[src/rtl/sci_sync_link_if.sv]
// Host-side byte streams and status of sci_sync_link: RX/TX valid/ready pairs,
// FIFO occupancy and sticky error flags.
interface sci_sync_link_if #(
    parameter int DEPTH = 4
);
    localparam int LW = $clog2(DEPTH) + 1;

    logic [7:0]    RX_DATA;
    logic          RX_VALID;
    logic          RX_READY;
    logic [7:0]    TX_DATA;
    logic          TX_VALID;
    logic          TX_READY;
    logic [LW-1:0] RX_LEVEL;
    logic [LW-1:0] TX_LEVEL;
    logic          RX_OVF;
    logic          TX_UNF;
    logic          CLR_ERR;

    modport master (
        output RX_READY, TX_DATA, TX_VALID, CLR_ERR,
        input  RX_DATA, RX_VALID, TX_READY, RX_LEVEL, TX_LEVEL, RX_OVF, TX_UNF
    );

    modport slave (
        input  RX_READY, TX_DATA, TX_VALID, CLR_ERR,
        output RX_DATA, RX_VALID, TX_READY, RX_LEVEL, TX_LEVEL, RX_OVF, TX_UNF
    );
endinterface

[src/rtl/sci_sync_link.sv]
// Clocked-synchronous serial endpoint for the SH7034 SCI: deserialises SDI into an
// RX FIFO and serialises a TX FIFO onto SDO, all state advancing on CE.
module sci_sync_link #(
    parameter int DEPTH   = 4,
    parameter int IDLE_TO = 1024
) (
    input  logic CLK,
    input  logic RST,
    input  logic CE,
    input  logic SCK,
    input  logic SDI,
    output logic SDO,
    sci_sync_link_if.slave host
);
    localparam int AW = $clog2(DEPTH);
    localparam int PW = AW + 1;
    localparam int TW = $clog2(IDLE_TO + 1);

    logic          sck_old_q, sck_old_d;
    logic [2:0]    bcnt_q,    bcnt_d;
    logic [7:0]    rsr_q,     rsr_d;
    logic [7:0]    tsr_q,     tsr_d;
    logic          sdo_q,     sdo_d;
    logic [TW-1:0] timer_q,   timer_d;
    logic [7:0]    rx_mem_q [DEPTH];
    logic [7:0]    rx_mem_d [DEPTH];
    logic [7:0]    tx_mem_q [DEPTH];
    logic [7:0]    tx_mem_d [DEPTH];
    logic [PW-1:0] rx_wp_q, rx_wp_d, rx_rp_q, rx_rp_d;
    logic [PW-1:0] tx_wp_q, tx_wp_d, tx_rp_q, tx_rp_d;
    logic          rx_ovf_q, rx_ovf_d;
    logic          tx_unf_q, tx_unf_d;

    logic       rise_s, fall_s, timeout_s;
    logic       rx_empty_s, rx_full_s, tx_empty_s, tx_full_s;
    logic       rx_pop_s, rx_push_s, rx_drop_s, byte_done_s;
    logic       tx_push_s, tx_pop_s, tx_starve_s, slot_start_s;
    logic [7:0] rx_byte_s, load_byte_s;

    assign rise_s = CE &  SCK & ~sck_old_q;
    assign fall_s = CE & ~SCK &  sck_old_q;

    // Pointers carry one extra wrap bit so full and empty are distinguishable.
    assign rx_empty_s = (rx_wp_q == rx_rp_q);
    assign rx_full_s  = (rx_wp_q[AW] != rx_rp_q[AW]) && (rx_wp_q[AW-1:0] == rx_rp_q[AW-1:0]);
    assign tx_empty_s = (tx_wp_q == tx_rp_q);
    assign tx_full_s  = (tx_wp_q[AW] != tx_rp_q[AW]) && (tx_wp_q[AW-1:0] == tx_rp_q[AW-1:0]);

    assign byte_done_s = rise_s && (bcnt_q == 3'd7);
    assign rx_byte_s   = {SDI, rsr_q[7:1]};
    assign rx_pop_s    = CE & ~rx_empty_s & host.RX_READY;
    assign rx_push_s   = byte_done_s & (~rx_full_s | rx_pop_s);
    assign rx_drop_s   = byte_done_s & rx_full_s & ~rx_pop_s;

    assign slot_start_s = fall_s && (bcnt_q == 3'd0);
    assign tx_push_s    = CE & host.TX_VALID & ~tx_full_s;
    assign tx_pop_s     = slot_start_s & ~tx_empty_s;
    assign tx_starve_s  = slot_start_s & tx_empty_s;
    assign load_byte_s  = tx_empty_s ? 8'hFF : tx_mem_q[tx_rp_q[AW-1:0]];

    assign timeout_s = CE & SCK & (bcnt_q != 3'd0) & (timer_q == TW'(IDLE_TO - 1));

    // Next-state logic for the serial engine, both FIFOs and the error flags.
    always_comb begin
        sck_old_d = sck_old_q;
        bcnt_d    = bcnt_q;
        rsr_d     = rsr_q;
        tsr_d     = tsr_q;
        sdo_d     = sdo_q;
        timer_d   = timer_q;
        rx_mem_d  = rx_mem_q;
        tx_mem_d  = tx_mem_q;
        rx_wp_d   = rx_wp_q;
        rx_rp_d   = rx_rp_q;
        tx_wp_d   = tx_wp_q;
        tx_rp_d   = tx_rp_q;
        rx_ovf_d  = rx_ovf_q;
        tx_unf_d  = tx_unf_q;

        if (CE) begin
            sck_old_d = SCK;
            if (!SCK || (bcnt_q == 3'd0) || timeout_s) begin
                timer_d = '0;
            end else begin
                timer_d = timer_q + 1'b1;
            end
            rx_ovf_d = (rx_ovf_q & ~host.CLR_ERR) | rx_drop_s;
            tx_unf_d = (tx_unf_q & ~host.CLR_ERR) | tx_starve_s;
        end else begin
            sck_old_d = sck_old_q;
        end

        // A stalled partial byte is abandoned so the next byte starts aligned.
        if (rise_s) begin
            rsr_d  = rx_byte_s;
            bcnt_d = bcnt_q + 3'd1;
        end else if (timeout_s) begin
            bcnt_d = 3'd0;
            rsr_d  = 8'h00;
            tsr_d  = 8'h00;
        end else begin
            bcnt_d = bcnt_q;
        end

        if (slot_start_s) begin
            sdo_d = load_byte_s[0];
            tsr_d = {1'b0, load_byte_s[7:1]};
        end else if (fall_s) begin
            sdo_d = tsr_q[0];
            tsr_d = {1'b0, tsr_q[7:1]};
        end else begin
            sdo_d = sdo_q;
        end

        if (rx_push_s) begin
            rx_mem_d[rx_wp_q[AW-1:0]] = rx_byte_s;
            rx_wp_d = rx_wp_q + 1'b1;
        end else begin
            rx_wp_d = rx_wp_q;
        end
        if (rx_pop_s) begin
            rx_rp_d = rx_rp_q + 1'b1;
        end else begin
            rx_rp_d = rx_rp_q;
        end

        if (tx_push_s) begin
            tx_mem_d[tx_wp_q[AW-1:0]] = host.TX_DATA;
            tx_wp_d = tx_wp_q + 1'b1;
        end else begin
            tx_wp_d = tx_wp_q;
        end
        if (tx_pop_s) begin
            tx_rp_d = tx_rp_q + 1'b1;
        end else begin
            tx_rp_d = tx_rp_q;
        end
    end

    // State registers with synchronous reset.
    always_ff @(posedge CLK) begin
        if (RST) begin
            sck_old_q <= 1'b1;
            bcnt_q    <= 3'd0;
            rsr_q     <= 8'h00;
            tsr_q     <= 8'h00;
            sdo_q     <= 1'b1;
            timer_q   <= '0;
            rx_mem_q  <= '{default: 8'h00};
            tx_mem_q  <= '{default: 8'h00};
            rx_wp_q   <= '0;
            rx_rp_q   <= '0;
            tx_wp_q   <= '0;
            tx_rp_q   <= '0;
            rx_ovf_q  <= 1'b0;
            tx_unf_q  <= 1'b0;
        end else begin
            sck_old_q <= sck_old_d;
            bcnt_q    <= bcnt_d;
            rsr_q     <= rsr_d;
            tsr_q     <= tsr_d;
            sdo_q     <= sdo_d;
            timer_q   <= timer_d;
            rx_mem_q  <= rx_mem_d;
            tx_mem_q  <= tx_mem_d;
            rx_wp_q   <= rx_wp_d;
            rx_rp_q   <= rx_rp_d;
            tx_wp_q   <= tx_wp_d;
            tx_rp_q   <= tx_rp_d;
            rx_ovf_q  <= rx_ovf_d;
            tx_unf_q  <= tx_unf_d;
        end
    end

    assign SDO           = sdo_q;
    assign host.RX_DATA  = rx_mem_q[rx_rp_q[AW-1:0]];
    assign host.RX_VALID = ~rx_empty_s;
    assign host.TX_READY = ~tx_full_s;
    assign host.RX_LEVEL = rx_wp_q - rx_rp_q;
    assign host.TX_LEVEL = tx_wp_q - tx_rp_q;
    assign host.RX_OVF   = rx_ovf_q;
    assign host.TX_UNF   = tx_unf_q;
endmodule

[src/flat_wrapper.sv]
// flat-port wrapper written by rule: the top's interface ports become plain ports
module sci_sync_link_flat 
#(
    parameter int DEPTH   = 4,
    parameter int IDLE_TO = 1024
)
  (CLK, RST, CE, SCK, SDI, SDO, host_RX_READY, host_TX_DATA, host_TX_VALID, host_CLR_ERR, host_RX_DATA, host_RX_VALID, host_TX_READY, host_RX_LEVEL, host_TX_LEVEL, host_RX_OVF, host_TX_UNF);
  sci_sync_link_if #(.DEPTH(DEPTH)) host_i ();
  input  logic CLK;
  input  logic RST;
  input  logic CE;
  input  logic SCK;
  input  logic SDI;
  output logic SDO;
  input wire logic [$bits(host_i.RX_READY)-1:0] host_RX_READY;
  input wire logic [$bits(host_i.TX_DATA)-1:0] host_TX_DATA;
  input wire logic [$bits(host_i.TX_VALID)-1:0] host_TX_VALID;
  input wire logic [$bits(host_i.CLR_ERR)-1:0] host_CLR_ERR;
  output wire logic [$bits(host_i.RX_DATA)-1:0] host_RX_DATA;
  output wire logic [$bits(host_i.RX_VALID)-1:0] host_RX_VALID;
  output wire logic [$bits(host_i.TX_READY)-1:0] host_TX_READY;
  output wire logic [$bits(host_i.RX_LEVEL)-1:0] host_RX_LEVEL;
  output wire logic [$bits(host_i.TX_LEVEL)-1:0] host_TX_LEVEL;
  output wire logic [$bits(host_i.RX_OVF)-1:0] host_RX_OVF;
  output wire logic [$bits(host_i.TX_UNF)-1:0] host_TX_UNF;
  assign host_i.RX_READY = host_RX_READY;
  assign host_i.TX_DATA = host_TX_DATA;
  assign host_i.TX_VALID = host_TX_VALID;
  assign host_i.CLR_ERR = host_CLR_ERR;
  assign host_RX_DATA = host_i.RX_DATA;
  assign host_RX_VALID = host_i.RX_VALID;
  assign host_TX_READY = host_i.TX_READY;
  assign host_RX_LEVEL = host_i.RX_LEVEL;
  assign host_TX_LEVEL = host_i.TX_LEVEL;
  assign host_RX_OVF = host_i.RX_OVF;
  assign host_TX_UNF = host_i.TX_UNF;
  sci_sync_link #(.DEPTH(DEPTH), .IDLE_TO(IDLE_TO)) u_core (.CLK(CLK), .RST(RST), .CE(CE), .SCK(SCK), .SDI(SDI), .SDO(SDO), .host(host_i));
endmodule
[config.mk]
export PLATFORM = sky130hd
export DESIGN_NAME = sci_sync_link_flat
export DESIGN_NICKNAME = d
export VERILOG_FILES = /design/src/rtl/sci_sync_link_if.sv /design/src/rtl/sci_sync_link.sv /design/src/flat_wrapper.sv
export SDC_FILE = /design/constraint.sdc
export NUM_CORES = 1
export LEC_CHECK = 0
export ABC_AREA = 1
export CORE_MARGIN = 3
export CORE_UTILIZATION = 45
export DETAILED_ROUTE_END_ITERATION = 8
export PLACE_DENSITY = 0.64
export SYNTH_ARGS = -nofsm -noshare
export SYNTH_HDL_FRONTEND = slang
export SYNTH_SLANG_ARGS = --single-unit
[constraint.sdc]
create_clock -name CLK -period 4.6 [get_ports CLK]
set_input_delay 0.92 -clock CLK [delete_from_list [all_inputs] [get_ports CLK]]
set_output_delay 0.92 -clock CLK [all_outputs]
set_load 0.02 [all_outputs]
==> results.json, run 1 <==
{
  "ys_top_cells_by_count": "145 x nand2_1, 108 x a21oi_1, 108 x dfxtp_1",
  "grt-ovfl-total": 0,
  "slowest_stage": "clkdlybuf4s50_1",
  "via_per_inst": 5.21,
  "p_sw_mw": 0.495,
  "pwr-share-seq_pct": 48.0,
  "synthCells": 704,
  "fp.dieW_um": 114,
  "worstPathRequired_ps": 3680,
  "ioPinCount": 35,
  "leakagePower_nw": 2.23,
  "coreArea_um2": 11100,
  "drtAntennaViolNets": 0,
  "fp-row-count": 38,
  "antenna_found_initial": 0,
  "cellInternalPower_mw": 1.51,
  "tritoncts": "built",
  "area_growth_pct": 12.5,
  "synth.area.top_cells": "dfxtp_1 41%, nand2_1 10%, a21oi_1 10%, nand3_1 5.9%, inv_1 5.2%",
  "postCtsHoldBufs": 0,
  "path_cells": "inv_1 -> ha_1 -> nand2_1 -> inv_1 -> nand2_1 -> clkdlybuf4s50_1",
  "first_global_vias": 4230,
  "maxCapViolCount": 0,
  "final_area_um2": 5880,
  "nNetsFinal": 752,
  "layout-drive-gt1-share_pct": 7.63,
  "post_drt_wl_per_cell_um": 14.1,
  "regArea_um2": 2160,
  "postSynthAreaPerCell_um2": 7.42,
  "maxSlewViolCount": 0,
  "crit_arrival_ps": 2470,
  "cts_inserted_buffers": 9,
  "multi_input_area_um2": 2550,
  "drt-total-wl_mm": 12.1,
  "dp_worst_setup_slack_ps": 1450,
  "final.setup.tns_ps": 0,
  "synthFlopType": "dfxtp_1",
  "die-area_um2": 12900,
  "clk_latency_ps": 360,
  "drc": 0,
  "fin_skew_ps": 7.70,
  "yosysWarningCount": 0,
  "grt_max_degree": 51,
  "fp.dieH_um": 114,
  "rsz0062_at_grt": "false",
  "powerDensity_nw_per_um2": 341,
  "cts.sinks": 108,
  "synth_cell_types": 35,
  "post-cts-setup-buffers": 0,
  "p_sw_share_pct": 24.7,
  "cp-startpoint": "u_core.tx_rp_q[1]",
  "hold_viol": 0,
  "max-slew-margin-rel_pct": 36.3,
  "crit_path_end_kind": "output pin",
  "p_clk_share_pct": 43.0,
  "fin_ws_ps": 1210,
  "cp_top_family": "buffers and inverters",
  "clk_pin_slew_ps": 70,
  "critPathMaxFanout": 11,
  "hpwlAfterDp_mm": 8.11,
  "hold_class": "flop to flop",
  "fin_crit_sh_pct": 73.8,
  "ys_seq_elements": 108,
  "worst-path-buf-inv": 3,
  "synth_most_common_cell": "nand2_1",
  "antenna_cells": 0,
  "portBuffers": 34,
  "synthDominantCellAreaShare_pct": 41.4,
  "status": "complete, no violations",
  "total_power_mw": 2.01,
  "gp_congestion": 0.821,
  "r2r-start": "u_core.tx_rp_q[1]",
  "grt.total_usage_pct": 19.6,
  "worstMarginPinSlew_ps": 955,
  "start_kind": "flop",
  "firstDrtPassIters": 5,
  "max_stage_delay_ps": 630,
  "grt_pass1_wl_mm": 20.5,
  "setup_viol": 0,
  "vias": 4485,
  "ctsResizeCount": 0,
  "cts.path.max_buffers": 2,
  "max_freq_mhz": 295,
  "async_flop_share_pct": 0,
  "min-delay-start": "u_core.rx_mem_q[12]",
  "root_buffer": "clkbuf_16",
  "synth_edf_count": 0,
  "drt_iter0_drc": 282,
  "synth_top_area_cell": "dfxtp_1",
  "htreeDepth": 3,
  "critical_path_class": "flop to output pin",
  "placed_cell_area_um2": 5550,
  "min_period_ps": 3390,
  "max-vdd-ir-drop_mv": 0.234,
  "syn_area_um2": 5220,
  "synth.net_count": 740,
  "seq_area_frac_synth_pct": 41.4,
  "initial_core_util_pct": 47.2,
  "fillCellCount": 1109,
  "pwr-share-comb_pct": 9.0
}
worst paths after layout:
path                                            end  depth (start not counted)  slack (ps)
worst min-delay path            u_core.rx_mem_q[12]                          2         450
worst max register to register   u_core.tx_mem_q[4]                         10        1880
worst max-delay path                  host_TX_READY                          6        1210
worst min register to register  u_core.rx_mem_q[12]                          2         450
through the flow:
stage / hold slack, ps / utilization (%) / std cells
global route: 467 / 53.1 / 861
detailed placement: 437 / 50.1 / 845
floorplan: 424 / - / 704
global placement: 433 / 50.1 / 845
finish: 446 / 53.1 / 861
CTS: 449 / 53.1 / 861
cells in the final DEF (no fill, tap or decap), drive strengths merged:
master,synthesis,layout
nand2,156,156
a21oi,113,113
dfxtp,108,108
inv,77,79
nand3,67,67
o21ai,58,58
nor2,45,45
clkdlybuf4s50,0,33
ha,18,18
clkbuf,20,10
xor2,6,6
buf,16,4
clkinv,2,4
nor3,2,2
o22ai,2,2
o211ai,2,2
a41oi,2,2
xnor2,2,2
fa,2,2
bufinv,0,2
nand3b,1,1
o32ai,1,1
mux2i,1,1
o21a,1,1
nor3b,1,1
nand4,1,1
tightest hold or removal path: stages (launching register included):
cell and delay [ps]:
dfxtp_1 310, inv_1 50, a21oi_1 50
cell type report:
class                   instances  share of cell area, %
clock buffers                  10                   4.07
clock inverters                 6                   1.60
inverters                      79                   5.04
multi-input cells             481                   43.4
flip-flops and latches        108                   36.8
well taps                     140                   2.98
repair buffers                 37                   6.09
power by group through the flow:
stage               clock, mW  sequential, mW  combinational, mW
CTS                     0.884           0.963              0.181
detailed placement          0           0.985              0.179
global route            0.916           0.965              0.202
finish                  0.863           0.963              0.180
floorplan                   0           0.982              0.124
global placement            0           0.984              0.177
registers in the layout, indices dropped and copies added, names as in the netlist:
register            cells
u_core.sck_old_q        1
u_core.rx_rp_q          3
u_core.tx_wp_q          3
u_core.bcnt_q           3
u_core.tsr_q            7
u_core.rx_wp_q          3
u_core.rsr_q            7
u_core.tx_mem_q        32
u_core.host.RX_OVF      1
u_core.tx_rp_q          3
u_core.timer_q         11
u_core.rx_mem_q        32
u_core.host.TX_UNF      1
u_core.SDO              1
logic make-up after synthesis:
family	after synthesis	synth area share, %
and+or+nand+nor	273	24.0
AOI/OAI and AO/OA	179	18.3
buffers and inverters	115	9.72
DFF	108	41.4
adders and majority gates	20	5.08
xor gates and xnor gates	8	1.34
muxes	1	0.192
routing by layer:
metal	wire length (um)	vias up	GRT usage, %
met5	0	-	0
met4	157	0	6.41
met3	613	11	4.88
met2	5850	97	33.1
met1	5480	2060	24.7
li1	-	2317	-
(Power assumes the default switching activity.)
==> run 2, diff against run 1 <==
Clock period 4.6 ns to 3.2 ns, I/O delays scaled along.
==> results.json, run 2 (synthesized netlist as in run 1, its figures left out) <==
{
  "fin_crit_sh_pct": 91.7,
  "status": "complete, no violations",
  "rsz0062_at_grt": "false",
  "clk_latency_ps": 350,
  "firstDrtPassIters": 4,
  "die-area_um2": 12900,
  "crit_path_end_kind": "output pin",
  "ioPinCount": 35,
  "cts.sinks": 108,
  "grt_pass1_wl_mm": 19.8,
  "tritoncts": "built",
  "first_global_vias": 4208,
  "placed_cell_area_um2": 5570,
  "fin_skew_ps": 5.83,
  "via_per_inst": 5.15,
  "drt_iter0_drc": 258,
  "min_period_ps": 2930,
  "cts.path.max_buffers": 2,
  "setup_viol": 0,
  "max-slew-margin-rel_pct": 64.4,
  "ctsResizeCount": 0,
  "critical_path_class": "flop to output pin",
  "antenna_found_initial": 0,
  "max-vdd-ir-drop_mv": 0.348,
  "powerDensity_nw_per_um2": 466,
  "gp_congestion": 0.804,
  "layout_commonest_cell": "nand2_1",
  "biggestRegsByFlops": "u_core.rx_mem_q (32), u_core.tx_mem_q (32), u_core.timer_q (11)",
  "drtAntennaViolNets": 0,
  "worstMarginPinSlew_ps": 535,
  "cp_top_family": "buffers and inverters",
  "root_buffer": "clkbuf_16",
  "hold_class": "flop to flop",
  "crit_arrival_ps": 2290,
  "regArea_um2": 2160,
  "post_drt_wl_per_cell_um": 13.6,
  "clk_pin_slew_ps": 70,
  "hpwlAfterDp_mm": 8.18,
  "postCtsHoldBufs": 0,
  "worstPathRequired_ps": 2560,
  "nNetsFinal": 756,
  "htreeDepth": 3,
  "multi_input_area_um2": 2550,
  "start_kind": "flop",
  "vias": 4452,
  "max_freq_mhz": 341,
  "leakagePower_nw": 2.22,
  "area_growth_pct": 12.4,
  "grt.total_usage_pct": 18.6,
  "coreArea_um2": 11100,
  "layout-drive-gt1-share_pct": 8.41,
  "grt-ovfl-total": 0,
  "initial_core_util_pct": 47.2,
  "fillCellCount": 1070,
  "max_stage_delay_ps": 600,
  "portBuffers": 34,
  "final.setup.tns_ps": 0,
  "drc": 0,
  "worst-path-buf-inv": 3,
  "final_area_um2": 5870,
  "layout.cells.most_common_list": "145 x nand2_1, 108 x a21oi_1, 107 x dfxtp_1",
  "fp.dieW_um": 114,
  "grt_max_degree": 51,
  "slowest_stage": "clkdlybuf4s50_1",
  "path_cells": "inv_1 -> ha_1 -> nand2_1 -> inv_1 -> nand2_1 -> clkdlybuf4s50_1",
  "fp.dieH_um": 114,
  "antenna_cells": 0,
  "maxCapViolCount": 0,
  "fp-row-count": 38,
  "drt-total-wl_mm": 11.7,
  "hold_viol": 0,
  "maxSlewViolCount": 0,
  "critPathMaxFanout": 11,
  "cts_inserted_buffers": 9,
  "post-cts-setup-buffers": 0
}
==> run 2: final timing paths <==
kind / startpoint / endpoint / slack, ps / cells past startpoint
hold reg to reg: u_core.rx_mem_q[25] / u_core.rx_mem_q[25] / 450 / 2
setup / recovery: u_core.tx_rp_q[1] / host_TX_READY / 270 / 6
hold / removal: u_core.rx_mem_q[25] / u_core.rx_mem_q[25] / 450 / 2
setup reg to reg: u_core.tx_rp_q[1] / u_core.tx_mem_q[0] / 820 / 10
==> run 2: report_power, final <==
part	internal [mW]	leakage [nW]	switching, mW
registers	1.37	0.874	0.0178
clock network	0.565	0.139	0.535
logic	0.0918	1.21	0.163
==> run 2: per-stage QoR <==
step	hold WS, ps	setup slack [ps]	cells	utilization, %	power [mW]
final	450	266	865	53.0	2.74
after CTS	452	63.8	864	52.9	2.77
after global placement	434	565	848	50.3	1.67
after floorplan	424	1180	704	-	1.59
after detailed placement	440	456	848	50.3	1.67
after global routing	472	35.3	865	53.0	2.85
==> run 2: worst min-delay path, cell delays in order (launching register included) <==
cell and delay, ps:
dfxtp_1 310, inv_1 50, a21oi_1 50
==> run 2: final cells by class <==
type                    count  area share, %
flip-flops and latches    108           36.8
multi-input cells         481           43.5
clock buffers              10           4.07
repair buffers             40           6.48
repair inverters            1         0.0852
well taps                 140           2.98
inverters                  79           5.11
clock inverters             6          0.938
==> run 2: per-layer routing <==
| layer | part of all wire [%] | global-route usage [%] | up-vias |
|---|---|---|---|
| met5 | 0 | 0 | - |
| met4 | 1.1 | 5.61 | 0 |
| met3 | 3.9 | 4.24 | 13 |
| met2 | 48 | 31.1 | 77 |
| met1 | 47 | 23.9 | 2037 |
| li1 | - | - | 2325 |
